==> src/rtl/byte_serializer.sv <==
// Byte serializer: FIFO-buffered bytes sent as a start pulse plus 8 LSB-first bits.
// Optional frame counter output when SER_FRAME_CNT_EN is defined.
module byte_serializer #(
    parameter int DEPTH        = 4,
    parameter int GUARD_CYCLES = 1
) (
    input  logic                   clk,
    input  logic                   rst,
    input  logic [7:0]             in_data,
    input  logic                   in_valid,
    output logic                   in_ready,
    output logic                   frame_start,
    output logic                   ser_bit,
    output logic                   busy,
    output logic [$clog2(DEPTH):0] level
`ifdef SER_FRAME_CNT_EN
    ,
    output logic [15:0]            frame_cnt
`endif
);

    localparam int AW = $clog2(DEPTH);
    localparam int GW = (GUARD_CYCLES > 1) ? $clog2(GUARD_CYCLES) : 1;
    localparam logic [GW-1:0] GLAST =
        GW'((GUARD_CYCLES > 0) ? GUARD_CYCLES - 1 : 0);

    typedef enum logic [1:0] {
        IDLE,
        START,
        SHIFT,
        GUARD
    } state_e;

    state_e        state_q, state_d;
    logic [7:0]    mem_q [DEPTH];
    logic [AW:0]   wr_ptr_q, wr_ptr_d;
    logic [AW:0]   rd_ptr_q, rd_ptr_d;
    logic [7:0]    shreg_q, shreg_d;
    logic [2:0]    bitcnt_q, bitcnt_d;
    logic [GW-1:0] guard_q, guard_d;
    logic          empty, full, push, pop;

    // Extra wrap bit on each pointer separates full from empty.
    assign empty = (wr_ptr_q == rd_ptr_q);
    assign full  = (wr_ptr_q[AW] != rd_ptr_q[AW]) &&
                   (wr_ptr_q[AW-1:0] == rd_ptr_q[AW-1:0]);

    assign in_ready = !full;
    assign push     = in_valid && !full;
    assign pop      = (state_q == IDLE) && !empty;
    assign level    = wr_ptr_q - rd_ptr_q;

    assign wr_ptr_d = push ? wr_ptr_q + 1'b1 : wr_ptr_q;
    assign rd_ptr_d = pop  ? rd_ptr_q + 1'b1 : rd_ptr_q;

    always_ff @(posedge clk) begin
        if (push) begin
            mem_q[wr_ptr_q[AW-1:0]] <= in_data;
        end
    end

    always_ff @(posedge clk or negedge rst) begin
        if (!rst) begin
            state_q  <= IDLE;
            wr_ptr_q <= '0;
            rd_ptr_q <= '0;
            shreg_q  <= '0;
            bitcnt_q <= '0;
            guard_q  <= '0;
        end else begin
            state_q  <= state_d;
            wr_ptr_q <= wr_ptr_d;
            rd_ptr_q <= rd_ptr_d;
            shreg_q  <= shreg_d;
            bitcnt_q <= bitcnt_d;
            guard_q  <= guard_d;
        end
    end

    always_comb begin
        state_d  = state_q;
        shreg_d  = shreg_q;
        bitcnt_d = bitcnt_q;
        guard_d  = guard_q;
        unique case (state_q)
            IDLE: begin
                if (pop) begin
                    shreg_d = mem_q[rd_ptr_q[AW-1:0]];
                    state_d = START;
                end
            end
            START: begin
                bitcnt_d = '0;
                state_d  = SHIFT;
            end
            SHIFT: begin
                shreg_d  = {1'b0, shreg_q[7:1]};
                bitcnt_d = bitcnt_q + 3'd1;
                if (bitcnt_q == 3'd7) begin
                    guard_d = '0;
                    state_d = (GUARD_CYCLES == 0) ? IDLE : GUARD;
                end
            end
            GUARD: begin
                guard_d = guard_q + 1'b1;
                if (guard_q == GLAST) begin
                    state_d = IDLE;
                end
            end
            default: begin
                state_d = IDLE;
            end
        endcase
    end

    assign frame_start = (state_q == START);
    assign ser_bit     = (state_q == SHIFT) && shreg_q[0];
    assign busy        = (state_q != IDLE);

`ifdef SER_FRAME_CNT_EN
    logic [15:0] frame_cnt_q;

    // A pop is exactly the IDLE->START transition.
    always_ff @(posedge clk or negedge rst) begin
        if (!rst) begin
            frame_cnt_q <= '0;
        end else if (pop) begin
            frame_cnt_q <= frame_cnt_q + 16'd1;
        end
    end

    assign frame_cnt = frame_cnt_q;
`endif

endmodule

==> config.mk <==
export PLATFORM = sky130hd
export DESIGN_NAME = byte_serializer
export DESIGN_NICKNAME = d
export VERILOG_FILES = /design/src/rtl/byte_serializer.sv
export SDC_FILE = /design/constraint.sdc
export NUM_CORES = 1
export LEC_CHECK = 0
export ABC_CLOCK_PERIOD_IN_PS = 2000
export CAP_MARGIN = 20
export CORE_ASPECT_RATIO = 0.5
export CORE_MARGIN = 1.5
export CORE_UTILIZATION = 35
export CTS_CLUSTER_SIZE = 25
export DETAILED_ROUTE_END_ITERATION = 10
export PLACE_DENSITY = 0.5
export SLEW_MARGIN = 20
export SYNTH_ARGS = -nofsm -noshare
export SYNTH_HDL_FRONTEND = slang
export SYNTH_SLANG_ARGS = --single-unit
==> constraint.sdc <==
create_clock -name clk -period 2 [get_ports clk]
set_clock_uncertainty 0.05 [all_clocks]
set_input_delay 0.3 -clock clk [delete_from_list [all_inputs] [get_ports clk]]
set_output_delay 0.3 -clock clk [all_outputs]
set_load 0.02 [all_outputs]
## Word level (Yosys, flattened, before mapping)

Memories as Yosys holds them, arrays and structs flattened.
Cells that the tools add are included.

- Bits in writable memories: 32
- Memories: 1
- Input port bits: 11
- Flip-flop bits (word level): 20

- Add/sub/neg operators: 5
- Muxes and demuxes: 11
- Eq/ne operators: 10
- Reductions and logical operators: 14

Memory list:

| name | words | bits a word | read ports | clocked after Yosys merged registers in | wr ports | line | text |
|---|---|---|---|---|---|---|---|
| mem_q | 4 | 8 | 1 | 0 | 1 | 35 | `logic [7:0] mem_q [DEPTH];` |

Operators by type and width:

| cell | count |
|---|---|
| one-hot mux 8 bit (2 select lines) | 1 |
| adder 3 x 1 -> 3 bit, second input constant | 3 |
| two-way mux 8 bit | 1 |
| one-hot mux 2 bit (4 select lines) | 1 |
| nonzero test 2 bit | 4 |
| two-way mux 2 bit | 3 |
| inequality test 2 bit, second input constant | 3 |
| one-hot mux 3 bit (2 select lines) | 1 |
| == test 2 bit, second input constant | 2 |
| logical AND 1 bit | 4 |
| AND reduction 2 bit | 2 |
| == test 3 bit | 1 |
| == test 3 bit, second input constant | 1 |
| two-way mux 1 bit | 3 |
| AND reduction 3 bit | 1 |
| subtractor 3 bit | 1 |
| == test 2 x 1 -> 1 bit, second input constant | 1 |
| == test 2 bit | 1 |
| zero test 1 bit | 2 |
| zero test 2 bit | 1 |
| one-hot mux 1 bit (2 select lines) | 1 |
| adder 1 bit, second input constant | 1 |
| inequality test 1 bit | 1 |

## Depth between registers and ports, before layout

- Depth after elaboration: 6
- Mapped depth: 7

## Least setup slack after synthesis

No wires, ideal clock.

- Kind: reg-to-reg
- From: register wr_ptr_q[0]
- To: memory mem_q[3][0], enable pin
- Stages on the path, launching flop included: 4
- Arrival: 1416 ps
- Setup slack: 152 ps
- Setup time: 381 ps
- Path buffers: 0
- Cell sequence: dfrtp_1 inv_1 ha_1 a31oi_1

- Cells in the longest elaborated chain, start to end: 6

RTL lines:

| item | line | text |
|---|---|---|
| from (decl) | 36 | `logic [AW:0] wr_ptr_q, wr_ptr_d;` |
| from (signal assigned) | 72 | `wr_ptr_q <= wr_ptr_d;` |
| == test 2 bit | 46 | `(wr_ptr_q[AW-1:0] == rd_ptr_q[AW-1:0]);` |
| logical AND 1 bit | 45 | `assign full = (wr_ptr_q[AW] != rd_ptr_q[AW]) &&` |
| zero test 1 bit | 49 | `assign push = in_valid && !full;` |
| logical AND 1 bit | 49 |  |
| two-way mux 1 bit | 57 | `if (push) begin` |
| two-way mux 1 bit (not written as such) | 58 | `mem_q[wr_ptr_q[AW-1:0]] <= in_data;` |
| to (decl) | 35 |  |

Several ways; a longest one is shown, not always the timed one.

## Worst setup path after layout

- From: register wr_ptr_q[1]
- To: output port in_ready

- Cells in the longest elaborated chain, start to end: 3

RTL lines:

| item | line | text |
|---|---|---|
| == test 2 bit | 46 |  |
| logical AND 1 bit | 45 |  |
| zero test 1 bit | 48 | `assign in_ready = !full;` |
| to (decl) | 11 | `output logic in_ready,` |

Every way passes these cells.

==> flow_metrics.env <==
export IMPL_outcome="complete, no violations"
export IMPL_path_class="flip-flop to output pin"
export IMPL_total_power_w=0.005014
export IMPL_synth_fp_nets=196
export IMPL_placedCellCount=286
export IMPL_arrival_ns=1.58
export IMPL_grt_pass1_vias=1369
export IMPL_max_slew_margin_pct=78.21
export IMPL_period_share_pct=96.30
export IMPL_crit_buf_inv=2
export IMPL_async_flop_share_pct=38.46
export IMPL_drv_slew=0
export IMPL_place_ws_ns=-0.09872
export IMPL_end_kind="output pin"
export IMPL_drc=0
export IMPL_cts_tree="yes"
export IMPL_worstPathCellList="buf_4 -> ha_1 -> nand3_1 -> clkdlybuf4s15_1"
export IMPL_fillers=585
export IMPL_clockRootBuffer="clkbuf_16"
export IMPL_die_h_um=61.14
export IMPL_power_density_nw_per_um2=1710
export IMPL_multiInputGateArea_um2=818.3
export IMPL_final_cells=295
export IMPL_start_util_pct=37.52
export IMPL_ioPinCount=18
export IMPL_syn_inst=170
export IMPL_met1_usage_pct=19.48
export IMPL_clock_sinks=52
export IMPL_track_usage_pct=13.55
export IMPL_critical_path_startpoint_type="flip-flop"
export IMPL_io_buffers=17
export IMPL_critical_path_required_ns=1.65
export IMPL_htreeDepth=2
export IMPL_clkLatencyLatePin_ns=0.29
export IMPL_worstPathMaxFanout=5
export IMPL_worst_path_largest_cell_delay_ns=0.38
export IMPL_synth_seq_cells=52
export IMPL_grt_pass1_wl_mm=7.224
export IMPL_syn_area_per_cell_um2=13.92
export IMPL_place_hpwl_mm=3.020
export IMPL_yosys_warnings=0
export IMPL_critical_path_startpoint="wr_ptr_q[1]"
export IMPL_grt_busiest_layer="met2"
export IMPL_grt_overflow_total=0
export IMPL_tns_ns=0
export IMPL_slowest_stage="dfrtp_1"
export IMPL_grt_max_degree=21
export IMPL_leakage_nw=1.204
export IMPL_fin_crit_ns=1.926
export IMPL_most_common_layout_cells="edfxtp_1, dfrtp_1, buf_4"
export IMPL_die_x_um=119.3
export IMPL_hold_path_class="primary input to asynchronous set/reset pin"
export IMPL_ff_latch_area_um2=1461
export IMPL_synth_edf_count=32
export IMPL_post_drt_wl_per_cell_um=14.81
export IMPL_critPathTopFamily="buffers and inverters"
export IMPL_synth_area_um2=2366
export IMPL_ir_worst_vdd_v=0.0004334
export IMPL_clock_path_buffers=2
export IMPL_synthDistinctLibCells=31
export IMPL_n_antenna_cell=0
export IMPL_die_area_um2=7292
export IMPL_tightest_slew_ns=0.3268
export IMPL_syn_to_final_growth_pct=23.90
export IMPL_cts_buffers=5
export IMPL_use_met2_pct=20.31
export IMPL_fp_coreArea_um2=6306
export IMPL_ant_nets=0
export IMPL_setup_viol=0
export IMPL_clk_pin_slew_ns=0.07
export IMPL_gr_usage_met3_pct=3.426
export IMPL_num_nets_final=232
export IMPL_max_freq_mhz=519.2
export IMPL_drv_cap=0
export IMPL_drtPass1Iterations=4
export IMPL_synthFlopType="edfxtp_1"
export IMPL_layout_setup_ws_ns=0.07397
export IMPL_drt_initial_drc_count=74
export IMPL_r2r_start="wr_ptr_q[1]"
export IMPL_holdWs_ns=0.3007
export IMPL_num_rows=20
export IMPL_finalWeightedCongestion=0.7406
export IMPL_grt_antenna_before_repair=0
export IMPL_seq_area_frac_synth_pct=61.77
export IMPL_drt_total_wl_mm=4.368
export IMPL_vias_per_cell=4.641
export IMPL_vias=1369
export IMPL_hold_viol=0
export IMPL_layout_commonest_cell="edfxtp_1"
export IMPL_drive_gt1_share_pct=20.29
-- Yosys cell counts, types with 2 or more instances --
master / number / area, µm²
xnor2_1: 4 / 35.03
a21oi_1: 2 / 10.01
buf_2: 2 / 10.01
o22a_1: 2 / 17.52
a31oi_1: 2 / 12.51
o21ai_0: 3 / 15.01
mux2i_1: 16 / 160.2
and2_1: 4 / 25.02
mux2_2: 8 / 90.09
o32a_1: 2 / 20.02
nor2_1: 4 / 15.01
nand2b_1: 2 / 12.51
ha_1: 14 / 175.2
o211ai_1: 2 / 15.01
xor2_1: 2 / 17.52
o22ai_1: 3 / 18.77
edfxtp_1: 32 / 960.9
buf_1: 3 / 11.26
inv_1: 15 / 56.30
o221ai_1: 5 / 43.79
nand2_1: 9 / 33.78
nand3_1: 5 / 25.02
buf_4: 2 / 15.01
dfrtp_1: 20 / 500.5
-- cell type report --
class	count	share of cell area, %
clock inverters	3	0.7256
inverters	15	1.921
well taps	88	3.756
clock buffers	5	4.268
flip-flops and latches	52	49.85
multi-input cells	96	27.91
repair buffers	36	11.57
-- layer usage --
layer | vias up | wire, µm
met5 | - | 0
met4 | 0 | 38
met3 | 4 | 141
met2 | 19 | 1777
met1 | 659 | 2410
li1 | 687 | -
-- final timing paths --
path | endpoint | slack, ns | cells after the start
min reg2reg | shreg_q[1] | 0.45 | 1
max | in_ready | 0.07 | 4
min | shreg_q[6] | 0.30 | 2
max in group asynchronous | rd_ptr_q[0] | 1.38 | 2
max reg2reg | mem_q[2][3] | 0.12 | 5
min in group clk | shreg_q[1] | 0.45 | 1
-- flip-flops by register name, indices dropped and copies added (netlist names) --
name / cells
state_q: 2
mem_q: 32
wr_ptr_q: 3
shreg_q: 8
bitcnt_q: 3
guard_q: 1
rd_ptr_q: 3
-- power by group --
| part | leakage, nW | internal [W] | switching, W |
|---|---|---|---|
| Clock | 0.0702 | 0.000466 | 0.000378 |
| Combinational | 0.598 | 0.00119 | 0.00132 |
| Sequential | 0.536 | 0.00151 | 0.000156 |
-- logic make-up after synthesis --
family / Yosys count / synth area share (%)
flops: 52 / 61.77
simple gates: 26 / 5.235
compound gates: 24 / 7.350
mux: 24 / 10.58
buf+inv: 22 / 3.913
fa+ha+maj: 15 / 8.250
xor+xnor: 7 / 2.909
-- worst register-to-register path, cell delays in order, from the launching register on --
cell and delay [ns]:
dfrtp_1 0.38, buf_4 0.15, ha_1 0.35, a31oi_1 0.26
and2_1 0.25, buf_12 0.15
-- what timing repair did --
item / in CTS / in global routing
buffers inserted: 0 / 1
resized for setup: 12 / 5
setup endpoints to repair: 6 / 7
endpoints found under the hold margin: 0 / 0
hold buffers: 0 / 0
-- metrics by stage --
| step | area, µm² | util (%) |
|---|---|---|
| detailed placement | 2783 | 44.13 |
| floorplan | 2366 | - |
| finish | 2932 | 46.49 |
| global placement | 2783 | 44.13 |
| CTS | 2914 | 46.21 |
| global route | 2932 | 46.49 |
Power figures use the tool's default switching activity.
==> RTL change 1: new RTL, config.mk and constraints unchanged <==
Put a register stage on the output `level`, with the module's reset. The value now appears one clock later. The other outputs are not delayed to match.
--- a/src/rtl/byte_serializer.sv
+++ b/src/rtl/byte_serializer.sv
@@ -48,7 +48,13 @@
     assign in_ready = !full;
     assign push     = in_valid && !full;
     assign pop      = (state_q == IDLE) && !empty;
-    assign level    = wr_ptr_q - rd_ptr_q;
+    always_ff @(posedge clk or negedge rst) begin
+        if (!rst) begin
+            level <= '0;
+        end else begin
+            level <= wr_ptr_q - rd_ptr_q;
+        end
+    end
 
     assign wr_ptr_d = push ? wr_ptr_q + 1'b1 : wr_ptr_q;
     assign rd_ptr_d = pop  ? rd_ptr_q + 1'b1 : rd_ptr_q;
Function: changed (a bounded check fails within 4 cycles, from zero or initial values and one cycle with rst low).
==> RTL change 1 against the unedited design <==
- sequential power rose by 7%
- critical path type unchanged
- sequential cell count rose by 3
- setup slack improved by 0.014 ns
- design area rose by 2.3%
- cell count rose by 0.68%
- sequential share of layout area rose by 1.4 points
- area after synthesis rose by 3.0%
- synthesized cell count rose by 1.8%
- die area rose by 2.9%
- power rose by 2.0%
- combinational power fell by 7%
- wire length rose by 1.8%
==> RTL change 1: results (changes against the unedited design) <==
| Metric | Value |
|---|---|
| Proportion of power drawn by combinational gates | 0.456 (was 0.500) |
| Half-perimeter wire length after detailed placement | 3.089 mm (was 3.020 mm) |
| Post-Synthesis Net Count | 199 (was 196) |
| Xor/xnor share of the synthesized area | 0.02825 (was 0.02909) |
| Iteration-0 DRC Markers | 51 (was 74) |
| Run status | completed (unchanged) |
| CORE AREA | 0.006700 sq mm (was 0.006306 sq mm) |
| Count of buffers not belonging to the clock network in the layout | 30 (was 36) |
| Filler-free cell count of the finished design | 297 (was 295) |
| Gr usage total | 0.1339 (was 0.1355) |
| Clock buffer and inverter area fraction after layout | 0.05838 (was 0.04994) |
| #MultiIn Comb | 94 (was 96) |
| Delay contributed by the slowest stage of the critical path | 0.40 ns (was 0.38 ns) |
| Global-route wire length before repair | 7.320 mm (was 7.224 mm) |
| Gate count of the mapped netlist | 173 (was 170) |
| Routed length on met2 | 1.931 mm (was 1.777 mm) |
| CP arrival | 1.56 ns (was 1.58 ns) |
| Arithmetic-cell share of the synthesized area counting full adders, half adders and majority gates | 0.08012 (was 0.08250) |
| Transition time at the pin with the least slew margin | 0.4351 ns (was 0.3268 ns) |
| Area of placed instances | 0.002825 sq mm (was 0.002783 sq mm) |
| Length of routed wiring on met1 | 2.247 mm (was 2.410 mm) |
| Share of cells above drive strength 1 | 0.1463 (was 0.2029) |
| Flop and latch count out of synthesis | 55 (was 52) |
| Clk pwr | 1.01 mW (was 844 uW) |
| Sum of met3 wire segment lengths after detailed routing | 215 microns (was 141 microns) |
| Non-CTS inverters | 18 (was 15) |
| Routability congestion estimate from global placement | 0.7403 (was 0.7406) |
| Compound-gate portion of the synthesized area | 0.08423 (was 0.07351) |
| Top cells by instance count after synthesis | 32 x edfxtp_1, 23 x dfrtp_1, 18 x inv_1 (was 32 x edfxtp_1, 20 x dfrtp_1, 16 x mux2i_1) |
| FFs w/ async S/R, synth | 0.4182 (was 0.3846) |
| Maximum net fanout on the critical path | 6 (was 5) |
| Via-per-instance ratio | 4.700 (was 4.641) |
| Area of combinational cells with multiple inputs | 803.3 sq um (was 818.3 sq um) |
| Via count of the first global-routing pass | 1,417 (was 1,369) |
| Post-placement worst setup slack | 0.09728 ns (was -0.09872 ns) |
| VDD IR max | 0.5406 mV (was 0.4334 mV) |
| Pwr per Cell Area | 1704 mW/mm^2 (was 1710 mW/mm^2) |
| Total Wirelength | 4.445 mm (was 4.368 mm) |
| Switch share | 0.3580 (was 0.3702) |
| Number of distinct library cells after synthesis | 33 (was 31) |
| Total area of sequential cells | 0.001536 sq mm (was 0.001461 sq mm) |
| Sequential-to-total area share from yosys stat | 0.6307 (was 0.6177) |
| Core occupancy in the finished layout | 0.4478 (was 0.4649) |
| Number of nets in the layout | 230 (was 232) |
| Fill count | 623 (was 585) |
==> RTL change 1: routing by layer <==
metal,up-vias,GRT usage
li1,680,-
met1,678,0.1849
met2,34,0.2110
met3,4,0.04015
met4,0,0.03529
met5,-,0
==> RTL change 1: what timing repair did <==
item | in CTS | in global routing
resized for setup | 3 | 2
cloned | 0 | 0
endpoints found under the setup margin | 3 | 9
endpoints found under the hold margin | 0 | 0
==> RTL change 1: worst max-delay path: cells and delay by family, from the launching register on <==
kind	cells	cell delay (ns)
simple gates	1	0.08
buf+inv	2	0.46
flops	1	0.40
fa+ha+maj	1	0.33
==> RTL change 1: path summary, 6_finish.rpt <==
check	startpoint	end	slack, ns	depth (start not counted)
setup reg to reg	wr_ptr_q[0]	mem_q[2][2]	0.10	5
setup / recovery	wr_ptr_q[0]	in_ready	0.09	4
min in group clk	shreg_q[4]	shreg_q[4]	0.46	1
max in group asynchronous	rst	state_q[0]	1.35	2
hold reg to reg	shreg_q[4]	shreg_q[4]	0.46	1
hold / removal	rst	guard_q	0.32	2
==> RTL change 2: new RTL, same settings <==
Without the edit above. Set the parameter `DEPTH` to 8 (it was 4).
--- a/src/rtl/byte_serializer.sv
+++ b/src/rtl/byte_serializer.sv
@@ -1,7 +1,7 @@
 // Byte serializer: FIFO-buffered bytes sent as a start pulse plus 8 LSB-first bits.
 // Optional frame counter output when SER_FRAME_CNT_EN is defined.
 module byte_serializer #(
-    parameter int DEPTH        = 4,
+    parameter int DEPTH        = 8,
     parameter int GUARD_CYCLES = 1
 ) (
     input  logic                   clk,
Interface: changed (resized level); port bits go from 18 to 19. The function was not compared with the original's and may differ.
==> RTL change 2 against the unedited design <==
- the run now ends with negative setup slack left
- wire length up 71%
- die area up 52%
- sequential share of layout area up 1.8 points
- sequential power up 54%
- register-to-register slack worse by 0.06 ns
- via count up 47%
- clock power up 84%
- setup slack worse by 0.098 ns
- power up 57%
- design area up 63%
- area after synthesis up 55%
- count of clock-buffer cells in the layout up 4
- sequential cell count up 34
- critical path depth up 1
- critical path type unchanged
- largest cell class unchanged
==> RTL change 2: results (changes against the unedited design) <==
| Metric | Value |
|---|---|
| Proportion of synthesized area in mux cells | 0.1139 (was 0.1058) |
| GR Util met3 | 0.03818 (was 0.03426) |
| Wirelength per Cell | 17.75 microns (was 14.81 microns) |
| R2R Path End | shreg_q[7] (was mem_q[2][3]) |
| Routed length on met2 | 3.481 mm (was 1.777 mm) |
| Number of failing setup endpoints in the final timing report | 2 (was 0) |
| Top cells by area, synth | edfxtp_1 53%, dfrtp_1 15%, mux4_2 6.2%, mux4_1 4.3%, ha_1 4.1% (was edfxtp_1 41%, dfrtp_1 21%, ha_1 7.4%, mux2i_1 6.8%, mux2_2 3.8%) |
| Area of placed instances | 0.004355 sq mm (was 0.002783 sq mm) |
| Reg-to-reg setup timing slack | 0.06 ns (was 0.12 ns) |
| Number of nets in the layout | 301 (was 232) |
| Mean instance size in the synthesized netlist | 16.33 sq um (was 13.92 sq um) |
| Violations in the final reports | negative setup slack |
| Global routing met1 resource utilization | 0.2028 (was 0.1948) |
| Reg-to-reg critical path startpoint | rd_ptr_q[1] (was wr_ptr_q[1]) |
| Filler-free cell count of the finished design | 422 (was 295) |
| Number of distinct library cells after synthesis | 37 (was 31) |
| Iteration-0 DRC Markers | 86 (was 74) |
| Via count of the routed design | 2,007 (was 1,369) |
| Share of cells above drive strength 1 | 0.3617 (was 0.2029) |
| FFs w/ async S/R, synth | 0.2558 (was 0.3846) |
| Compound-gate portion of the synthesized area | 0.04995 (was 0.07351) |
| Setup slack after layout | -0.02405 ns (was 0.07397 ns) |
| Number of cells after detailed placement | 404 (was 286) |
| Routability congestion estimate from global placement | 0.7160 (was 0.7406) |
| Sum of met3 wire segment lengths after detailed routing | 307 microns (was 141 microns) |
| Run status | finished with violations (was completed) |
-- RTL change 2: changes by cell type after synthesis, moves of 6 or more --
cell	unedited run	this run
mux4_2	0	10
nand2_1	9	24
mux2i_1	16	0
edfxtp_1	32	64
nand3_1	5	12
mux4_1	0	6
o221a_2	0	6
-- RTL change 2: how the worst min path moves through the flow --
stage | start | end
floorplan | rst | bitcnt_q[0]
global placement | shreg_q[7] | shreg_q[7]
detailed placement | shreg_q[7] | shreg_q[7]
CTS | rst | wr_ptr_q[2]
global route | rst | wr_ptr_q[2]
finish | rst | wr_ptr_q[2]
-- RTL change 2: final cells by class --
type,count,area share
repair buffers,48,0.1083
multi-input cells,118,0.2667
clock inverters,7,0.01229
flip-flops and latches,86,0.5170
clock buffers,9,0.04707
well taps,140,0.03661
inverters,14,0.01203
-- RTL change 2: where the power goes --
group | total [mW] | switching (mW) | internal [mW]
clock | 1.55 | 0.689 | 0.858
sequential | 2.55 | 0.203 | 2.35
combinational | 3.79 | 1.93 | 1.86
total | 7.89 | 2.83 | 5.07
-- RTL change 2: cell families after synthesis --
kind of cell    Yosys count
flops                    86
simple gates             54
compound gates           23
buf+inv                  20
mux                      19
fa+ha+maj                13
xor+xnor                  9
-- RTL change 2: worst max-delay path, stage by stage, from the launching register on --
cell and delay, ns:
dfrtp_2 0.44, buf_6 0.13, buf_6 0.10, fa_2 0.53, inv_2 0.04, buf_6 0.12
-- RTL change 2: timing repair --
| item | CTS | global route |
|---|---|---|
| setup endpoints to repair | 17 | 54 |
| buffers inserted | 2 | 0 |
| pin swaps | 0 | 7 |
| cloned | 0 | 0 |
| resized for setup | 24 | 34 |
